--- src/rtl/ad5676_spi_tx_if.sv ---
// Sample handshake bundle between the wave sender and ad5676_spi_tx.
// Fields: wr_valid, wr_ready, wr_data[7:0], wr_ch[2:0].
interface ad5676_spi_tx_if;
  logic       wr_valid;
  logic       wr_ready;
  logic [7:0] wr_data;
  logic [2:0] wr_ch;

  modport master (
    output wr_valid, wr_data, wr_ch,
    input  wr_ready
  );

  modport slave (
    input  wr_valid, wr_data, wr_ch,
    output wr_ready
  );
endinterface

--- src/rtl/ad5676_spi_tx.sv ---
// AD5676 SPI serializer: one 24-bit write+update frame per sample handshake.
// Ports: clk, rst_n (async low), wr (slave handshake), frame_done, spi_sync_n/sclk/sdin.
// Macro AD5676_SOFT_RESET_EN: send a software-reset frame (0x701234) after reset.
module ad5676_spi_tx #(
  parameter int unsigned CLK_DIV  = 2,
  parameter int unsigned SYNC_GAP = 2,
  parameter logic [3:0]  CMD      = 4'b0011
) (
  input  logic           clk,
  input  logic           rst_n,
  ad5676_spi_tx_if.slave wr,
  output logic           frame_done,
  output logic           spi_sync_n,
  output logic           spi_sclk,
  output logic           spi_sdin
);

  localparam int DW = (CLK_DIV > 1) ? $clog2(CLK_DIV) : 1;
  localparam int GW = (SYNC_GAP > 1) ? $clog2(SYNC_GAP) : 1;
  localparam logic [DW-1:0] DIV_MAX = DW'(CLK_DIV - 1);
  localparam logic [GW-1:0] GAP_MAX = GW'(SYNC_GAP - 1);

  typedef enum logic [2:0] {
    IDLE, SHIFT, TAIL, GAP, INIT
  } state_t;

`ifdef AD5676_SOFT_RESET_EN
  localparam state_t RST_ST = INIT;
`else
  localparam state_t RST_ST = IDLE;
`endif

  state_t        state_q, state_d;
  logic [DW-1:0] div_q, div_d;
  logic          half_q, half_d;
  logic [4:0]    bit_q, bit_d;
  logic [GW-1:0] gap_q, gap_d;
  logic [23:0]   frame_q, frame_d;
  logic          sclk_d, sdin_d, sync_d, done_d;

  logic          load;
  logic [23:0]   load_frame;
  logic          div_last;

  assign wr.wr_ready = (state_q == IDLE);
  assign div_last    = (div_q == DIV_MAX);

  always_comb begin
    state_d    = state_q;
    div_d      = div_q;
    half_d     = half_q;
    bit_d      = bit_q;
    gap_d      = gap_q;
    frame_d    = frame_q;
    sclk_d     = spi_sclk;
    sdin_d     = spi_sdin;
    sync_d     = spi_sync_n;
    done_d     = 1'b0;
    load       = 1'b0;
    load_frame = {CMD, 1'b0, wr.wr_ch,
                  wr.wr_data, wr.wr_data};

    unique case (state_q)
      IDLE: load = wr.wr_valid;
`ifdef AD5676_SOFT_RESET_EN
      INIT: begin
        load       = 1'b1;
        load_frame = 24'h701234;
      end
`endif
      SHIFT: begin
        if (div_last) begin
          div_d = '0;
          if (!half_q) begin
            half_d = 1'b1;
            sclk_d = 1'b0;
          end else begin
            half_d = 1'b0;
            sclk_d = 1'b1;
            if (bit_q == 5'd0) begin
              state_d = TAIL;
              sdin_d  = 1'b0;
            end else begin
              bit_d  = bit_q - 5'd1;
              sdin_d = frame_q[bit_q - 5'd1];
            end
          end
        end else begin
          div_d = div_q + 1'b1;
        end
      end
      TAIL: begin
        if (div_last) begin
          div_d   = '0;
          state_d = GAP;
          sync_d  = 1'b1;
        end else begin
          div_d = div_q + 1'b1;
        end
      end
      GAP: begin
        if (gap_q == GAP_MAX) begin
          gap_d   = '0;
          state_d = IDLE;
          done_d  = 1'b1;
        end else begin
          gap_d = gap_q + 1'b1;
        end
      end
      default: state_d = IDLE;
    endcase

    // Frame start: SYNC falls with the MSB already on SDIN and SCLK high.
    if (load) begin
      state_d = SHIFT;
      frame_d = load_frame;
      bit_d   = 5'd23;
      div_d   = '0;
      half_d  = 1'b0;
      sclk_d  = 1'b1;
      sdin_d  = load_frame[23];
      sync_d  = 1'b0;
    end
  end

  always_ff @(posedge clk or negedge rst_n) begin
    if (!rst_n) begin
      state_q    <= RST_ST;
      div_q      <= '0;
      half_q     <= 1'b0;
      bit_q      <= 5'd0;
      gap_q      <= '0;
      frame_q    <= '0;
      spi_sclk   <= 1'b1;
      spi_sdin   <= 1'b0;
      spi_sync_n <= 1'b1;
      frame_done <= 1'b0;
    end else begin
      state_q    <= state_d;
      div_q      <= div_d;
      half_q     <= half_d;
      bit_q      <= bit_d;
      gap_q      <= gap_d;
      frame_q    <= frame_d;
      spi_sclk   <= sclk_d;
      spi_sdin   <= sdin_d;
      spi_sync_n <= sync_d;
      frame_done <= done_d;
    end
  end

endmodule

--- src/flat_wrapper.sv ---
// flat-port wrapper written by rule: the top's interface ports become plain ports
module ad5676_spi_tx_flat 
#(
  parameter int unsigned CLK_DIV  = 2,
  parameter int unsigned SYNC_GAP = 2,
  parameter logic [3:0]  CMD      = 4'b0011
)
  (clk, rst_n, frame_done, spi_sync_n, spi_sclk, spi_sdin, wr_wr_valid, wr_wr_data, wr_wr_ch, wr_wr_ready);
  ad5676_spi_tx_if wr_i ();
  input  logic clk;
  input  logic rst_n;
  output logic frame_done;
  output logic spi_sync_n;
  output logic spi_sclk;
  output logic spi_sdin;
  input wire logic [$bits(wr_i.wr_valid)-1:0] wr_wr_valid;
  input wire logic [$bits(wr_i.wr_data)-1:0] wr_wr_data;
  input wire logic [$bits(wr_i.wr_ch)-1:0] wr_wr_ch;
  output wire logic [$bits(wr_i.wr_ready)-1:0] wr_wr_ready;
  assign wr_i.wr_valid = wr_wr_valid;
  assign wr_i.wr_data = wr_wr_data;
  assign wr_i.wr_ch = wr_wr_ch;
  assign wr_wr_ready = wr_i.wr_ready;
  ad5676_spi_tx #(.CLK_DIV(CLK_DIV), .SYNC_GAP(SYNC_GAP), .CMD(CMD)) u_core (.clk(clk), .rst_n(rst_n), .wr(wr_i), .frame_done(frame_done), .spi_sync_n(spi_sync_n), .spi_sclk(spi_sclk), .spi_sdin(spi_sdin));
endmodule
--- config.mk ---
export PLATFORM = sky130hd
export DESIGN_NAME = ad5676_spi_tx_flat
export DESIGN_NICKNAME = d
export VERILOG_FILES = /design/src/rtl/ad5676_spi_tx_if.sv /design/src/rtl/ad5676_spi_tx.sv /design/src/flat_wrapper.sv
export SDC_FILE = /design/constraint.sdc
export NUM_CORES = 1
export LEC_CHECK = 0
export BUFFER_PORTS_ARGS = -buffer_cell sky130_fd_sc_hd__buf_2
export CORE_MARGIN = 2
export CORE_UTILIZATION = 52
export CTS_BUF_LIST = sky130_fd_sc_hd__clkbuf_16
export DETAILED_ROUTE_END_ITERATION = 7
export PLACE_DENSITY = 0.79
export SLEW_MARGIN = 10
export SYNTH_ARGS = -nofsm -noshare
export SYNTH_HDL_FRONTEND = slang
export SYNTH_SLANG_ARGS = --single-unit
--- constraint.sdc ---
create_clock -name clk -period 3.7 [get_ports clk]
set_input_delay 0 -clock clk [delete_from_list [all_inputs] [get_ports clk]]
set_output_delay 0 -clock clk [all_outputs]
set_load 0.01 [all_outputs]
### Yosys cells after proc, flatten, opt, wreduce, memory -nomap -nowiden

Cells that the tools add are included.

* flip-flop bits (word level): 35
* input port bits: 14

* order comparisons: 1
* add/subtract/negate cells: 3
* reduce and logical (&&, ||, !) cells: 13
* equality and inequality tests: 10
* multiplexer cells: 37

Operators by type and width (number)
* $mux 5: 5
* $mux 1: 24
* $mux 3: 6
* $ne 3x1->1 const B: 5
* $pmux 3 s4: 1
* $reduce_bool 2->1: 5
* $eq 3x2->1 const B: 2
* $lt 5x6->1 const B: 1
* $reduce_and 6->1: 1
* $bmux 1 s5: 1
* $logic_not 5->1: 1
* $sub 5x1->5 const B: 1
* $ne 2x1->1 const B: 2
* $reduce_and 2->1: 2
* $reduce_and 4->1: 1
* $eq 3x1->1 const B: 1
* $logic_not 3->1: 1
* $reduce_and 3->1: 1
* $add 1x1->1 const B: 2
* $reduce_or 2->1: 1

### Logic depth before layout (Yosys ltp)

* depth after elaboration: 8
* mapped depth: 9
* mapped depth without buffers: 7

### Least setup slack after synthesis

OpenSTA, ideal clock, no wires.

* path kind: reg-to-reg
* start: register u_core.bit_q[0]
* end: register u_core.spi_sdin
* setup slack: 1.762 ns
* stages on the path, launching flop included: 10
* setup time: 0.131 ns
* buffers on the path: 2
* arrival: 1.807 ns
* path through: dfrtp_1 -> clkbuf_1 -> inv_1 -> ha_1 -> clkbuf_1 -> nor2b_1 -> a2111oi_0 -> a31oi_1 -> nand3_1 -> o211ai_1

* cells in the longest elaborated chain, start to end: 8
* elaborated cells between the ends (all ways): 9
* those cells by class: 1 x add/sub; 7 x mux; 1 x reduce/logical

Ends and longest elaborated chain
* from (decl): RTL line ad5676_spi_tx.sv:36 `logic [4:0] bit_q, bit_d;`
* from (signal assigned): RTL line ad5676_spi_tx.sv:142 `bit_q <= bit_d;`
* $sub 5x1->5: RTL line ad5676_spi_tx.sv:85 `sdin_d = frame_q[bit_q - 5'd1];`
* $bmux 1 s5: RTL line ad5676_spi_tx.sv:85
* $mux 1 (not written as such): RTL line ad5676_spi_tx.sv:85
* $mux 1 *: RTL line ad5676_spi_tx.sv:80 `if (bit_q == 5'd0) begin`
* $mux 1 *: RTL line ad5676_spi_tx.sv:74 `if (!half_q) begin`
* $mux 1 *: RTL line ad5676_spi_tx.sv:72 `if (div_last) begin`
* $mux 1 *: RTL line ad5676_spi_tx.sv:63 `unique case (state_q)`
* $mux 1 *: RTL line ad5676_spi_tx.sv:114 `if (load) begin`
* to (signal assigned): RTL line ad5676_spi_tx.sv:146 `spi_sdin <= sdin_d;`
* to (decl): RTL line ad5676_spi_tx.sv:15 `output logic spi_sdin`

Every way passes the cells marked *; elsewhere a longest branch is shown, timed or not. The select of a mux whose other input is x is not followed.
A chain may end at the register's enable or synchronous reset.

### Worst setup path after layout

Same ends and word-level chain as after synthesis.

==> out/summary.txt <==
Min-Delay Path Class: in2async
CTS tree: done
Global-route wire length before repair: 4595 µm
Final wirelength: 2772 µm
Yosys reg bits: 26
Die H: 54.93 µm
Area delta synth->final: 21.99%
Sequential area share after synthesis: 48.42%
Clk_lat worst skew: 0.26 ns
Critical Path RT: 3.83 ns
Reg clk slew, reported paths: 0.06 ns
# DRC: 0
Fin nets: 193
Worst slew margin: 57.32%
Root Buffer: clkbuf_16
H-tree depth: 1
Die area: 0.003017 mm²
Post-synth EDFFs: 0
Final worst-path cycle share: 55.47%
Mapped Cells: 144
Total number of vias: 1060
Post-DR wirelength/cell: 13.72 µm
Final Hold Viols: 0
Fin Setup TNS: 0 ns
Largest net degree at the start of global routing: 27
DRT Pass-1 Iters: 4
Synth warn: 0
Worst-Margin Slew: 0.6402 ns
FFs w/ async S/R, synth: 100.0%
Fin Clk Skew: 0.003748 ns
Worst Setup End Kind: register
VDD IR-drop max: 0.6040 mV
Yosys top cell area share: 44.53%
Critical path class: reg2reg
DR iter-0 viols: 11
Layout cells sized above 1: 16.28%
CTS Buffer Depth: 2
Max Cap Viol: 0
ANT nets after route: 0
Number of CTS-inserted buffers: 3
Synth Flop Type: dfrtp_1
Minimum clock period after layout: 2.052 ns
Cell Area, Synth: 0.001349 mm²
Power Density: 744.3 mW/mm²
Antenna violations before repair: 0
Syn Nets: 164
Die W: 54.93 µm
Core Box Area: 0.002477 mm²
CP Launch Type: register
Avg Vias per Cell: 5.248
Most area-hungry cell type in the Yosys netlist: dfrtp_1
GRT overflow: 0
Synth top area cells: dfrtp_1 (45%), nand2_1 (12%), ha_1 (5.6%)
CP Max Fanout: 10
Status: complete, no violations
Clock Sinks: 26
RSZ-0062 raised after global routing: no
Vias in the first global route: 1004
Worst hold slack: 0.2694 ns
Arrival time worst endpoint: 2.19 ns
Ant. Diodes: 0
IO Count: 19
Fmax: 487.2 MHz
Initial Util: 54.44%
Final Max Slew Viols: 0
Global Route Usage Sum: 21.32%
Global placement routability congestion: 0.8866
Dpl hpwl: 1785 µm
Count leader, synth: nand2_1
Row count: 18
Most instantiated cells after synthesis: nand2_1 (44), dfrtp_1 (24), ha_1 (6), inv_1 (6), nor2_1 (6)
Port Buffer Count: 18
Setup Viol. Count Final: 0
Avg Cell Area, Syn: 9.367 µm²
Synth unique cells: 32
LEAKAGE: 0.7867 nW
[critical path, cell delays in order (launching register included)]
cell	delay, ns
dfrtp_1	0.53
inv_1	0.09
ha_1	0.47
nor2b_1	0.09
a2111oi_0	0.46
a31oi_1	0.09
nand3_1	0.11
o211ai_1	0.09
[flip-flops by register name, summed over array words and instances (netlist names)]
| signal | flops |
|---|---|
| u_core.frame_q | 12 |
| u_core.bit_q | 5 |
| u_core.state_q | 2 |
| u_core.div_last | 1 |
| u_core.frame_done | 1 |
| u_core.gap_q | 1 |
| u_core.half_q | 1 |
| u_core.spi_sclk | 1 |
| u_core.spi_sdin | 1 |
| u_core.spi_sync_n | 1 |
[routing by layer]
layer	track usage (%)	up-vias	share of wire, %
met2	32.74	17	49
met4	8.537	0	0.97
met5	0	-	0
li1	-	535	-
met1	30.78	504	48
met3	2.419	4	2.0
[stage by stage]
step	worst slack, ns	util (%)	instances	power, W	instance area, µm²
after floorplan	1.762	-	144	0.0008511	1349
after global placement	1.850	58.38	186	0.0009390	1446
after global routing	1.491	66.41	202	0.001319	1645
final	1.648	66.41	202	0.001225	1645
after CTS	1.671	66.41	202	0.001224	1645
after detailed placement	1.697	58.38	186	0.0009673	1446
[final cells by class]
| type | count | area (µm²) |
|---|---|---|
| Clock buffer | 3 | 75.07 |
| Multi-Input combinational cell | 106 | 643.1 |
| Timing Repair Buffer | 30 | 210.2 |
| Clock inverter | 1 | 3.754 |
| Tap cell | 30 | 37.54 |
| Inverter | 6 | 22.52 |
| Fill cell | 203 | 832.0 |
| Sequential cell | 26 | 653.1 |
[cells in the final DEF, fill, tap and decap left out, types with 2 or more instances in the layout]
cell type      instances
inv_1                  7
dfrtp_1               24
o211ai_1               2
buf_2                 18
mux2i_1                3
and2_1                 2
a31oi_1                3
dfstp_2                2
nor2b_1                4
o22ai_1                2
xnor2_1                3
nor2_1                 6
nand2_1               44
o21ai_0                3
nand3_1                4
ha_1                   6
xor2_1                 5
nor3_1                 3
clkbuf_16              3
a2111oi_0              2
a21oi_1                3
dlygate4sd3_1         12
[repair_timing]
| action | 4_1_cts | 5_1_grt |
|---|---|---|
| setup endpoints to repair | 0 | 0 |
| hold endpoints to repair | 35 | 0 |
| setup buffers | 0 | 0 |
| hold buffers | 12 | 0 |
| gates resized for setup | 0 | 0 |
[worst paths after layout]
path	from	endpoint	slack, ns	depth (start not counted)
max in group asynchronous	rst_n	u_core.spi_sync_n	3.05	2
setup reg to reg	u_core.bit_q[0]	u_core.spi_sdin	1.65	7
hold / removal	rst_n	u_core.bit_q[1]	0.27	2
setup / recovery	u_core.bit_q[0]	u_core.spi_sdin	1.65	7
hold reg to reg	u_core.frame_q[20]	u_core.frame_q[20]	0.48	1
min in group clk	wr_wr_valid	u_core.bit_q[4]	0.39	3
[cells by family (layout without fill, tap and decap cells)]
group | after synthesis | after routing | share of synthesized area (%)
AOI/OAI and AO/OA | 19 | 19 | 10.11
xor gates and xnor gates | 8 | 8 | 5.195
adders and majority gates | 6 | 6 | 5.566
buffers and inverters | 12 | 40 | 3.896
DFF | 26 | 26 | 48.42
muxes | 3 | 3 | 2.226
and+or+nand+nor | 70 | 70 | 24.58
[where the power goes]
part | switching [W] | leakage [nW] | internal [W]
Combinational | 0.000276 | 0.439 | 0.000211
Sequential | 0.0000938 | 0.305 | 0.000405
Clock | 0.0000941 | 0.0423 | 0.000144
Total | 0.000464 | 0.787 | 0.000761
(Power assumes the default switching activity.)
